$ cat src/rtl/adder_rr_arbiter.sv
`default_nettype none
// ============================================================================
// Module      : adder_rr_arbiter (with carry_lookahead_adder)
// Description : Round-robin sharing of one prefix-carry adder among NUM_REQ
//               requesters, with a single-entry tagged response register.
// Revision    : 1.0 - initial release
// ============================================================================

module carry_lookahead_adder #(
    parameter int WIDTH = 8
) (
    input  logic [WIDTH-1:0] i_a,
    input  logic [WIDTH-1:0] i_b,
    output logic [WIDTH:0]   o_sum
);

    localparam int LEVELS = (WIDTH > 1) ? $clog2(WIDTH) : 0;

    logic [WIDTH-1:0] w_p0;
    logic [WIDTH:0]   w_carry;

    assign w_p0 = i_a ^ i_b;

    // Kogge-Stone prefix tree; after the last level g_lvl[i] is the carry out of bit i.
    always_comb begin : b_prefix
        logic [WIDTH-1:0] w_g_lvl;
        logic [WIDTH-1:0] w_p_lvl;
        logic [WIDTH-1:0] w_g_nxt;
        logic [WIDTH-1:0] w_p_nxt;
        w_g_lvl = i_a & i_b;
        w_p_lvl = i_a ^ i_b;
        w_g_nxt = '0;
        w_p_nxt = '0;
        for (int l = 0; l < LEVELS; l++) begin
            w_g_nxt = w_g_lvl;
            w_p_nxt = w_p_lvl;
            for (int i = 0; i < WIDTH; i++) begin
                if (i >= (1 << l)) begin
                    w_g_nxt[i] = w_g_lvl[i] | (w_p_lvl[i] & w_g_lvl[i - (1 << l)]);
                    w_p_nxt[i] = w_p_lvl[i] & w_p_lvl[i - (1 << l)];
                end
            end
            w_g_lvl = w_g_nxt;
            w_p_lvl = w_p_nxt;
        end
        w_carry = {w_g_lvl, 1'b0};
    end

    assign o_sum = {w_carry[WIDTH], w_p0 ^ w_carry[WIDTH-1:0]};

endmodule

module adder_rr_arbiter #(
    parameter int WIDTH   = 8,
    parameter int NUM_REQ = 4,
    parameter int ID_W    = $clog2(NUM_REQ)
) (
    input  logic                     i_clk,
    input  logic                     i_rst_n,
    input  logic [NUM_REQ-1:0]       i_req_valid,
    output logic [NUM_REQ-1:0]       o_req_ready,
    input  logic [NUM_REQ*WIDTH-1:0] i_req_add1,
    input  logic [NUM_REQ*WIDTH-1:0] i_req_add2,
    output logic                     o_rsp_valid,
    input  logic                     i_rsp_ready,
    output logic [ID_W-1:0]          o_rsp_id,
    output logic [WIDTH:0]           o_rsp_result,
    output logic                     o_busy
);

    localparam logic [ID_W-1:0] C_LAST_RESET = ID_W'(NUM_REQ - 1);

    logic [WIDTH-1:0]   w_add1_arr [NUM_REQ];
    logic [WIDTH-1:0]   w_add2_arr [NUM_REQ];
    logic               w_slot_free;
    logic               w_grant_found;
    logic [ID_W-1:0]    w_grant_idx;
    logic [NUM_REQ-1:0] w_req_ready;
    logic               w_xfer;
    logic [WIDTH-1:0]   w_op_a;
    logic [WIDTH-1:0]   w_op_b;
    logic [WIDTH:0]     w_sum;

    logic               r_rsp_valid;
    logic [ID_W-1:0]    r_rsp_id;
    logic [WIDTH:0]     r_rsp_result;
    logic [ID_W-1:0]    r_last_grant;

    generate
        for (genvar k = 0; k < NUM_REQ; k++) begin : g_slice
            assign w_add1_arr[k] = i_req_add1[k*WIDTH +: WIDTH];
            assign w_add2_arr[k] = i_req_add2[k*WIDTH +: WIDTH];
        end
    endgenerate

    // Reset low also blocks grants so no requester sees a phantom accept.
    assign w_slot_free = i_rst_n && (!r_rsp_valid || i_rsp_ready);

    always_comb begin
        int w_idx;
        w_grant_found = 1'b0;
        w_grant_idx   = '0;
        w_idx         = 0;
        for (int off = 1; off <= NUM_REQ; off++) begin
            w_idx = int'(r_last_grant) + off;
            if (w_idx >= NUM_REQ) begin
                w_idx = w_idx - NUM_REQ;
            end
            if (!w_grant_found && i_req_valid[w_idx]) begin
                w_grant_found = 1'b1;
                w_grant_idx   = ID_W'(w_idx);
            end
        end
    end

    assign w_req_ready = (w_slot_free && w_grant_found) ?
                         (NUM_REQ'(1) << w_grant_idx) : '0;
    assign w_xfer      = |w_req_ready;

    assign w_op_a = w_add1_arr[w_grant_idx];
    assign w_op_b = w_add2_arr[w_grant_idx];

    carry_lookahead_adder #(
        .WIDTH (WIDTH)
    ) u_adder (
        .i_a   (w_op_a),
        .i_b   (w_op_b),
        .o_sum (w_sum)
    );

    always_ff @(posedge i_clk or negedge i_rst_n) begin
        if (!i_rst_n) begin
            r_rsp_valid  <= 1'b0;
            r_rsp_id     <= '0;
            r_rsp_result <= '0;
            r_last_grant <= C_LAST_RESET;
        end else if (w_xfer) begin
            r_rsp_valid  <= 1'b1;
            r_rsp_id     <= w_grant_idx;
            r_rsp_result <= w_sum;
            r_last_grant <= w_grant_idx;
        end else if (r_rsp_valid && i_rsp_ready) begin
            r_rsp_valid  <= 1'b0;
        end
    end

    assign o_req_ready  = w_req_ready;
    assign o_rsp_valid  = r_rsp_valid;
    assign o_rsp_id     = r_rsp_id;
    assign o_rsp_result = r_rsp_result;
    assign o_busy       = (|i_req_valid) || r_rsp_valid;

endmodule

`default_nettype wire

$ cat config.mk
export PLATFORM = sky130hd
export DESIGN_NAME = adder_rr_arbiter
export DESIGN_NICKNAME = d
export VERILOG_FILES = /design/src/rtl/adder_rr_arbiter.sv
export SDC_FILE = /design/constraint.sdc
export NUM_CORES = 1
export LEC_CHECK = 0
export CAP_MARGIN = 10
export CORE_UTILIZATION = 35
export CTS_CLUSTER_SIZE = 20
export DETAILED_ROUTE_END_ITERATION = 10
export PLACE_DENSITY_LB_ADDON = 0.12
export SYNTH_ARGS = -nofsm -noshare
export SYNTH_HDL_FRONTEND = slang
export SYNTH_SLANG_ARGS = --single-unit
export TNS_END_PERCENT = 50
$ cat constraint.sdc
create_clock -name i_clk -period 2.75 [get_ports i_clk]
set_clock_uncertainty 0.15 [all_clocks]
set_input_delay 0.825 -clock i_clk [delete_from_list [all_inputs] [get_ports i_clk]]
set_output_delay 0.825 -clock i_clk [all_outputs]
set_load 0.05 [all_outputs]
==> run_results.csv, run 1 <==
group,metric,value,unit
logic_synthesis,synth_ff_type,"dfrtp_1",
clock_network,cts_sinks,14,
routing,drt_iter0_markers,32,
logic_synthesis,synth.most_common_cell,"mux2i_1",
routing,dr.pass1.iters,4,
clock_network,cts_inserted_buffers,3,
finish,diodes,0,
floorplanning,initial_core_util,37.7,%
logic_synthesis,synth_top_area_share,31.6,%
timing,rsz0062_at_grt,"true",
floorplanning,die_x,68.6,µm
finish,nets,356,
logic_synthesis,yosysUniqueCellTypes,39,
logic_synthesis,netlist_top_cells_area,"mux2i_1 (32%), dfrtp_1 (19%), ha_1 (6.4%)",
logic_synthesis,synth_commonest_cells,"mux2i_1 (49), nand2_1 (18), dfrtp_1 (12), ha_1 (8), o21ai_0 (8)",
setup_path,reg2reg_depth,11,
global_route,grt_max_degree,16,
clock_network,clk_pin_slew,0.06,ns
clock_network,clk_latency,0.25,ns
timing,slew_headroom,65.8,%
timing,hold_violations,0,
placement,portBuffers,87,
logic_synthesis,yosysSeqAreaShare,22.7,%
logic_synthesis,yosysWarnings,0,
logic_synthesis,synth_area_leader_cell,"mux2i_1",
placement,place_hpwl,3.44,mm
floorplanning,die_area,4710,µm²
global_route,grt_pass1_vias,1570,
global_route,grt_usage,19.5,%
logic_synthesis,synth_edf_count,0,
timing,slew_violations,0,
clock_network,clk_path_buf_depth,2,
placement,finalWeightedCongestion,0.843,
setup_path,rrSetupSlack,-0.24,ns
setup_path,crit_type,"in -> reg",
timing,whs,0.324,ns
clock_network,cts_tree,"done",
logic_synthesis,postSynthCellCount,159,
timing,setup_viol_count_final,12,
routing,drc_errors,0,
floorplanning,core_area,4120,µm²
power,ir_drop,487,µV
logic_synthesis,synth_nets,239,
finish,fin_util,72.8,%
global_route,grt_pass1_wl,6.75,mm
timing,max_freq,325,MHz
worst_hold_path,hold_start,"o_rsp_id[1]",
timing,post-route-min-period,3.08,ns
timing,worstMarginPinSlew,0.511,ns
routing,ant_nets,0,
setup_path,r2r-start,"r_last_grant[1]",
floorplanning,io-pin-count,88,
logic_synthesis,ys_async_sr_fraction,100,%
finish,areaGrowthSynthToFinish,92.8,%
setup_path,cp_max_fo,8,
setup_path,cp-start-kind,"input pin",
run_status,outcome,"finished with violations",
worst_hold_path,min_to,"o_rsp_id[1]",
finish,stdcell_area,2990,µm²
global_route,grt_overflow,0,
run,max_cap_viol_count,0,
floorplanning,die_y,68.6,µm
timing,finalCritPeriodShare,112,%
setup_path,cp-end-kind,"flip-flop",
clock_network,post_cts_hold_buffer_count,0,
clock_network,htreeDepth,1,
placement,post_dp_cell_area,2710,µm²
run_status,violations,"setup timing",
setup_path,crit_path_max_incr_delay,0.35,ns
routing,postRouteWirelength,4.39,mm
timing,fin_ws,-0.330,ns
setup_path,cp_data_required_time,2.74,ns
worst_hold_path,worstHoldPathCells,2,
finish,drive_above_1_share,32.0,%
placement,pre_cts_ws,-1.09,ns
setup_path,cp_data_arrival_time,3.07,ns
power,power,0.00252,W
power,cellPowerDensity,841,nW/µm²
floorplanning,rows,23,
worst_hold_path,min_path_type,"reg -> reg",
power,leakage,1.33,nW
logic_synthesis,syn_area,1550,µm²
routing,viasPerCell,4.99,
logic_synthesis,yosys_register_bits,14,
setup_path,critPathSlowestCell,"ha_1",
logic_synthesis,avgSynthCellArea,9.77,µm²
setup_path,cp_cell_sequence,"buf_6 > a21oi_2 > a31oi_2 > a21oi_4 > buf_12 > mux2i_4 > mux2i_1 > ha_1 > a211oi_4 > o211ai_1 > a21oi_1 > xor2_1 > o21ai_2",
global_route,antenna_found_initial,0,
clock_network,root_buffer,"clkbuf_8",
routing,wl_per_cell,13.5,µm
routing,vias,1621,
setup_path,r2r_end,"o_rsp_result[7]",
-- metal layers --
metal  vias up  GRT usage, %  share of wire, %
met4         0          5.47              0.96
met1       754          21.8                39
met3         5          3.78               6.5
met2        54          36.8                54
met5         -             0                 0
li1        808             -                 -
-- worst max path at each step --
stage	start	slack [ns]	to
finish	i_req_valid[0]	-0.33	o_rsp_result[7]
global route	i_req_valid[0]	-0.43	o_rsp_result[7]
floorplan	i_req_valid[0]	-0.33	o_rsp_result[6]
global placement	i_req_valid[3]	-1.06	o_rsp_result[7]
detailed placement	i_req_valid[3]	-1.09	o_rsp_result[7]
CTS	i_req_valid[0]	-0.34	o_rsp_result[7]
-- power by group --
part / switching [W] / internal (W)
logic: 0.00101 / 0.000973
clock network: 0.0000746 / 0.000103
registers: 0.0000568 / 0.000300
total: 0.00114 / 0.00138
-- cells by family (layout without fill, tap and decap cells) --
kind of cell | Yosys count | after routing | share of synthesized area (%)
xor gates and xnor gates | 4 | 4 | 2.26
and+or+nand+nor | 36 | 36 | 11.3
AOI/OAI and AO/OA | 29 | 29 | 12.8
muxes | 53 | 53 | 34.5
buffers and inverters | 14 | 130 | 8.70
adders and majority gates | 9 | 9 | 7.74
DFF | 14 | 14 | 22.7
-- metrics by stage --
stage	TNS, ns	cells
after detailed placement	-11.14	318
after global placement	-10.82	318
after global routing	-3.52	325
after CTS	-2.82	327
after floorplan	-2.21	159
final	-2.62	325
-- final cells by class --
class	count	area, µm²
Clock buffer	4	45.0
Multi-Input combinational cell	131	1290
Timing Repair Buffer	121	1220
Sequential cell	14	353
Fill cell	310	1120
Inverter	5	21.3
Tap cell	50	62.6
-- critical path, delay by kind of cell --
family,cells,cell delay (ns)
buffers and inverters,2,0.26
XOR/XNOR,1,0.24
adder cells (fa/ha/maj),1,0.35
AO/OA/AOI/OAI,7,1.04
multiplexers,2,0.33
-- registers in the layout, indices dropped and copies added, names as in the netlist --
signal	cells
o_rsp_valid	1
r_last_grant	2
o_rsp_result	9
o_rsp_id	2
-- repair_timing --
| item | CTS | global route |
|---|---|---|
| buffers inserted | 4 | 0 |
| cloned | 1 | 0 |
| resized for setup | 65 | 12 |
| pin swaps | 25 | 10 |
| endpoints found under the setup margin | 13 | 13 |
-- placed cells by master (no fill, tap or decap), types with 2 or more instances in the layout --
cell	instances
buf_4	25
clkbuf_8	3
dfstp_2	2
ha_1	6
buf_6	11
mux2_1	2
a21oi_1	2
clkdlybuf4s50_1	77
o21ai_0	2
buf_12	6
ha_2	2
dfrtp_1	12
inv_2	2
o21ai_1	5
nor2b_4	2
a21o_1	2
nand2_1	16
nand2b_1	2
mux2i_4	4
xor2_1	4
a21oi_2	3
o21ai_2	3
nor2_1	4
mux2_2	2
mux2i_1	44
inv_1	2
nor2_4	2
No activity file was read; power rests on OpenSTA's default activity.
==> run 2, diff against run 1 <==
--- a/config.mk
+++ b/config.mk
@@ -9,8 +9,9 @@
 export CORE_UTILIZATION = 35
 export CTS_CLUSTER_SIZE = 20
 export DETAILED_ROUTE_END_ITERATION = 10
+export GPL_ROUTABILITY_DRIVEN = 0
 export PLACE_DENSITY_LB_ADDON = 0.12
 export SYNTH_ARGS = -nofsm -noshare
 export SYNTH_HDL_FRONTEND = slang
 export SYNTH_SLANG_ARGS = --single-unit
-export TNS_END_PERCENT = 50
+export TNS_END_PERCENT = 1
==> run 2 against run 1 <==
- the run still ends with setup timing left
- via count is 1.2% higher
- non-clock buffer count rose by 2
- first-iteration DRC count is 19% lower
- sequential share of layout area shrank 0.37 points
- die area did not move
- sequential power is 4% higher
- maximum frequency shrank 1.4%
- clock-buffer cell count unchanged
- wire length increased by 11%
- register-to-register slack about the same
- utilization is 2.4 points higher
- critical path depth is the same
- critical endpoint is now o_rsp_result[5]
- highest routed layer unchanged
==> run_results.csv, run 2 (synthesis results as in run 1) <==
group,metric,value,unit
placement,pre_cts_ws,-1.18,ns
placement,portBuffers,87,
power,internal-power,0.00146,W
clock_network,cts_tree,"done",
setup_path,worst-path-buf-inv,2,
global_route,grt_usage,22.0,%
clock_network,clk_pin_slew,0.05,ns
setup_path,critPathSlowestCell,"ha_1",
finish,diodes,0,
global_route,grt_overflow,0,
floorplanning,die_y,68.6,µm
setup_path,cp_data_arrival_time,3.11,ns
power,power,0.00264,W
finish,fill_cells,288,
floorplanning,die_x,68.6,µm
setup_path,crit_path_max_incr_delay,0.33,ns
power,power.share.clock,6.5,%
power,p_seq_share,14.0,%
worst_hold_path,min_path_type,"reg -> reg",
clock_network,htreeDepth,1,
global_route,grt_max_degree,16,
setup_path,path_delay_family,"compound AO/OA/AOI/OAI gates",
setup_path,cp-end-kind,"flip-flop",
run_status,violations,"setup timing",
clock_network,cts_inserted_buffers,3,
clock_network,root_buffer,"clkbuf_8",
routing,dr.pass1.iters,4,
timing,max_freq,320,MHz
setup_path,cp_data_required_time,2.73,ns
routing,wl_per_cell,14.9,µm
floorplanning,core_area,4120,µm²
timing,fin_ws,-0.373,ns
power,p_sw,0.00118,W
setup_path,cp_max_fo,6,
global_route,grt_pass1_vias,1667,
routing,ant_nets,0,
power,pwr-share-comb,79.4,%
timing,post-route-min-period,3.12,ns
routing,drc_errors,0,
timing,setup_viol_count_final,13,
finish,most-common-layout-cells,"clkdlybuf4s50_1 (78), mux2i_1 (43), buf_4 (23)",
routing,vias,1640,
timing,hold_violations,0,
timing,setup_tns,-3.48,ns
run,max_cap_viol_count,0,
placement,post_dp_cell_area,2670,µm²
floorplanning,die_area,4710,µm²
timing,finalCritPeriodShare,114,%
floorplanning,initial_core_util,37.7,%
clock_network,clk_path_buf_depth,2,
finish,stdcell_area,3090,µm²
timing,slew_headroom,65.8,%
clock_network,cts_sinks,14,
global_route,antenna_found_initial,0,
finish,largest_reg_flops,9,
finish,nets,358,
power,ir_drop,454,µV
clock_network,post_cts_hold_buffer_count,0,
power,swShare,44.6,%
timing,rsz0062_at_grt,"true",
floorplanning,io-pin-count,88,
global_route,grt_pass1_wl,7.60,mm
power,cellPowerDensity,853,nW/µm²
finish,areaGrowthSynthToFinish,99.1,%
timing,slew_violations,0,
run_status,outcome,"finished with violations",
placement,place_hpwl,3.50,mm
finish,layout_commonest_cell,"clkdlybuf4s50_1",
setup_path,cp-start-kind,"input pin",
power,leakage,1.37,nW
timing,whs,0.331,ns
floorplanning,rows,23,
clock_network,clk_latency,0.24,ns
routing,drt_iter0_markers,26,
routing,postRouteWirelength,4.86,mm
finish,drive_above_1_share,33.6,%
setup_path,crit_top_cell,"a21oi_4",
timing,worstMarginPinSlew,0.511,ns
setup_path,crit_type,"in -> reg",
routing,viasPerCell,5.02,
setup_path,cp_cell_sequence,"buf_8 > a21oi_4 > a31oi_4 > a21oi_4 > buf_6 > mux2i_4 > mux2i_1 > ha_1 > a211oi_4 > o21ai_1 > a21oi_1 > xor2_1 > o21ai_2",
[run 2: cell types whose count changed in the layout (fill, tap and decap cells not counted), moves of 2 or more]
| cell | before | now |
|---|---|---|
| a21oi_2 | 3 | 1 |
| buf_6 | 11 | 9 |
| buf_8 | 0 | 3 |
| o21ai_2 | 3 | 5 |
| buf_4 | 25 | 23 |
| inv_2 | 2 | 4 |
[run 2: worst min-delay path, stage by stage, from the launching register on]
cell and delay [ns]:
dfrtp_1 0.34, nand2_1 0.06, o21ai_2 0.05
[run 2: worst paths after layout]
check	start	endpoint	slack, ns	depth (start not counted)
min in group asynchronous	i_rst_n	o_rsp_result[4]	0.82	2
max reg2reg	r_last_grant[1]	o_rsp_result[4]	-0.25	14
max in group asynchronous	i_rst_n	r_last_grant[1]	1.39	2
min	o_rsp_result[3]	o_rsp_result[3]	0.33	2
max	i_req_valid[0]	o_rsp_result[5]	-0.37	13
min reg2reg	o_rsp_result[3]	o_rsp_result[3]	0.33	2
[run 2: routing by layer]
layer	global-route usage [%]	up-vias	share of wire, %
li1	-	808	-
met1	24.3	769	38
met2	42.4	55	56
met3	3.45	8	4.4
met4	6.77	0	1.4
met5	0	-	0
[run 2: timing repair]
item / 4_1_cts / 5_1_grt
pin swaps: 27 / 10
gates resized for setup: 73 / 8
gates cloned: 2 / 0
buffers inserted: 5 / 1
setup endpoints to repair: 14 / 13
[run 2: power by group through the flow]
stage / registers [W] / clock network [W] / logic, W
floorplan: 0.000613 / 0 / 0.000871
global placement: 0.000358 / 0 / 0.00170
detailed placement: 0.000358 / 0 / 0.00171
CTS: 0.000369 / 0.000178 / 0.00206
global route: 0.000382 / 0.000185 / 0.00224
finish: 0.000370 / 0.000173 / 0.00210
[run 2: layout make-up]
type                       instances  area, µm²  share of cell area [%]
inverter                           5       18.8                   0.607
timing repair buffer             123       1310                    42.2
multi-input combinational        131       1310                    42.3
sequential                        14        353                    11.4
tap                               50       62.6                    2.02
clock buffer                       4       45.0                    1.46
[run 2: metrics by stage]
| step | util, % | cells |
|---|---|---|
| after global placement | 64.8 | 315 |
| final | 75.1 | 327 |
| after global routing | 75.1 | 327 |
| after detailed placement | 64.8 | 315 |
| after floorplan | - | 159 |
| after CTS | 73.8 | 326 |
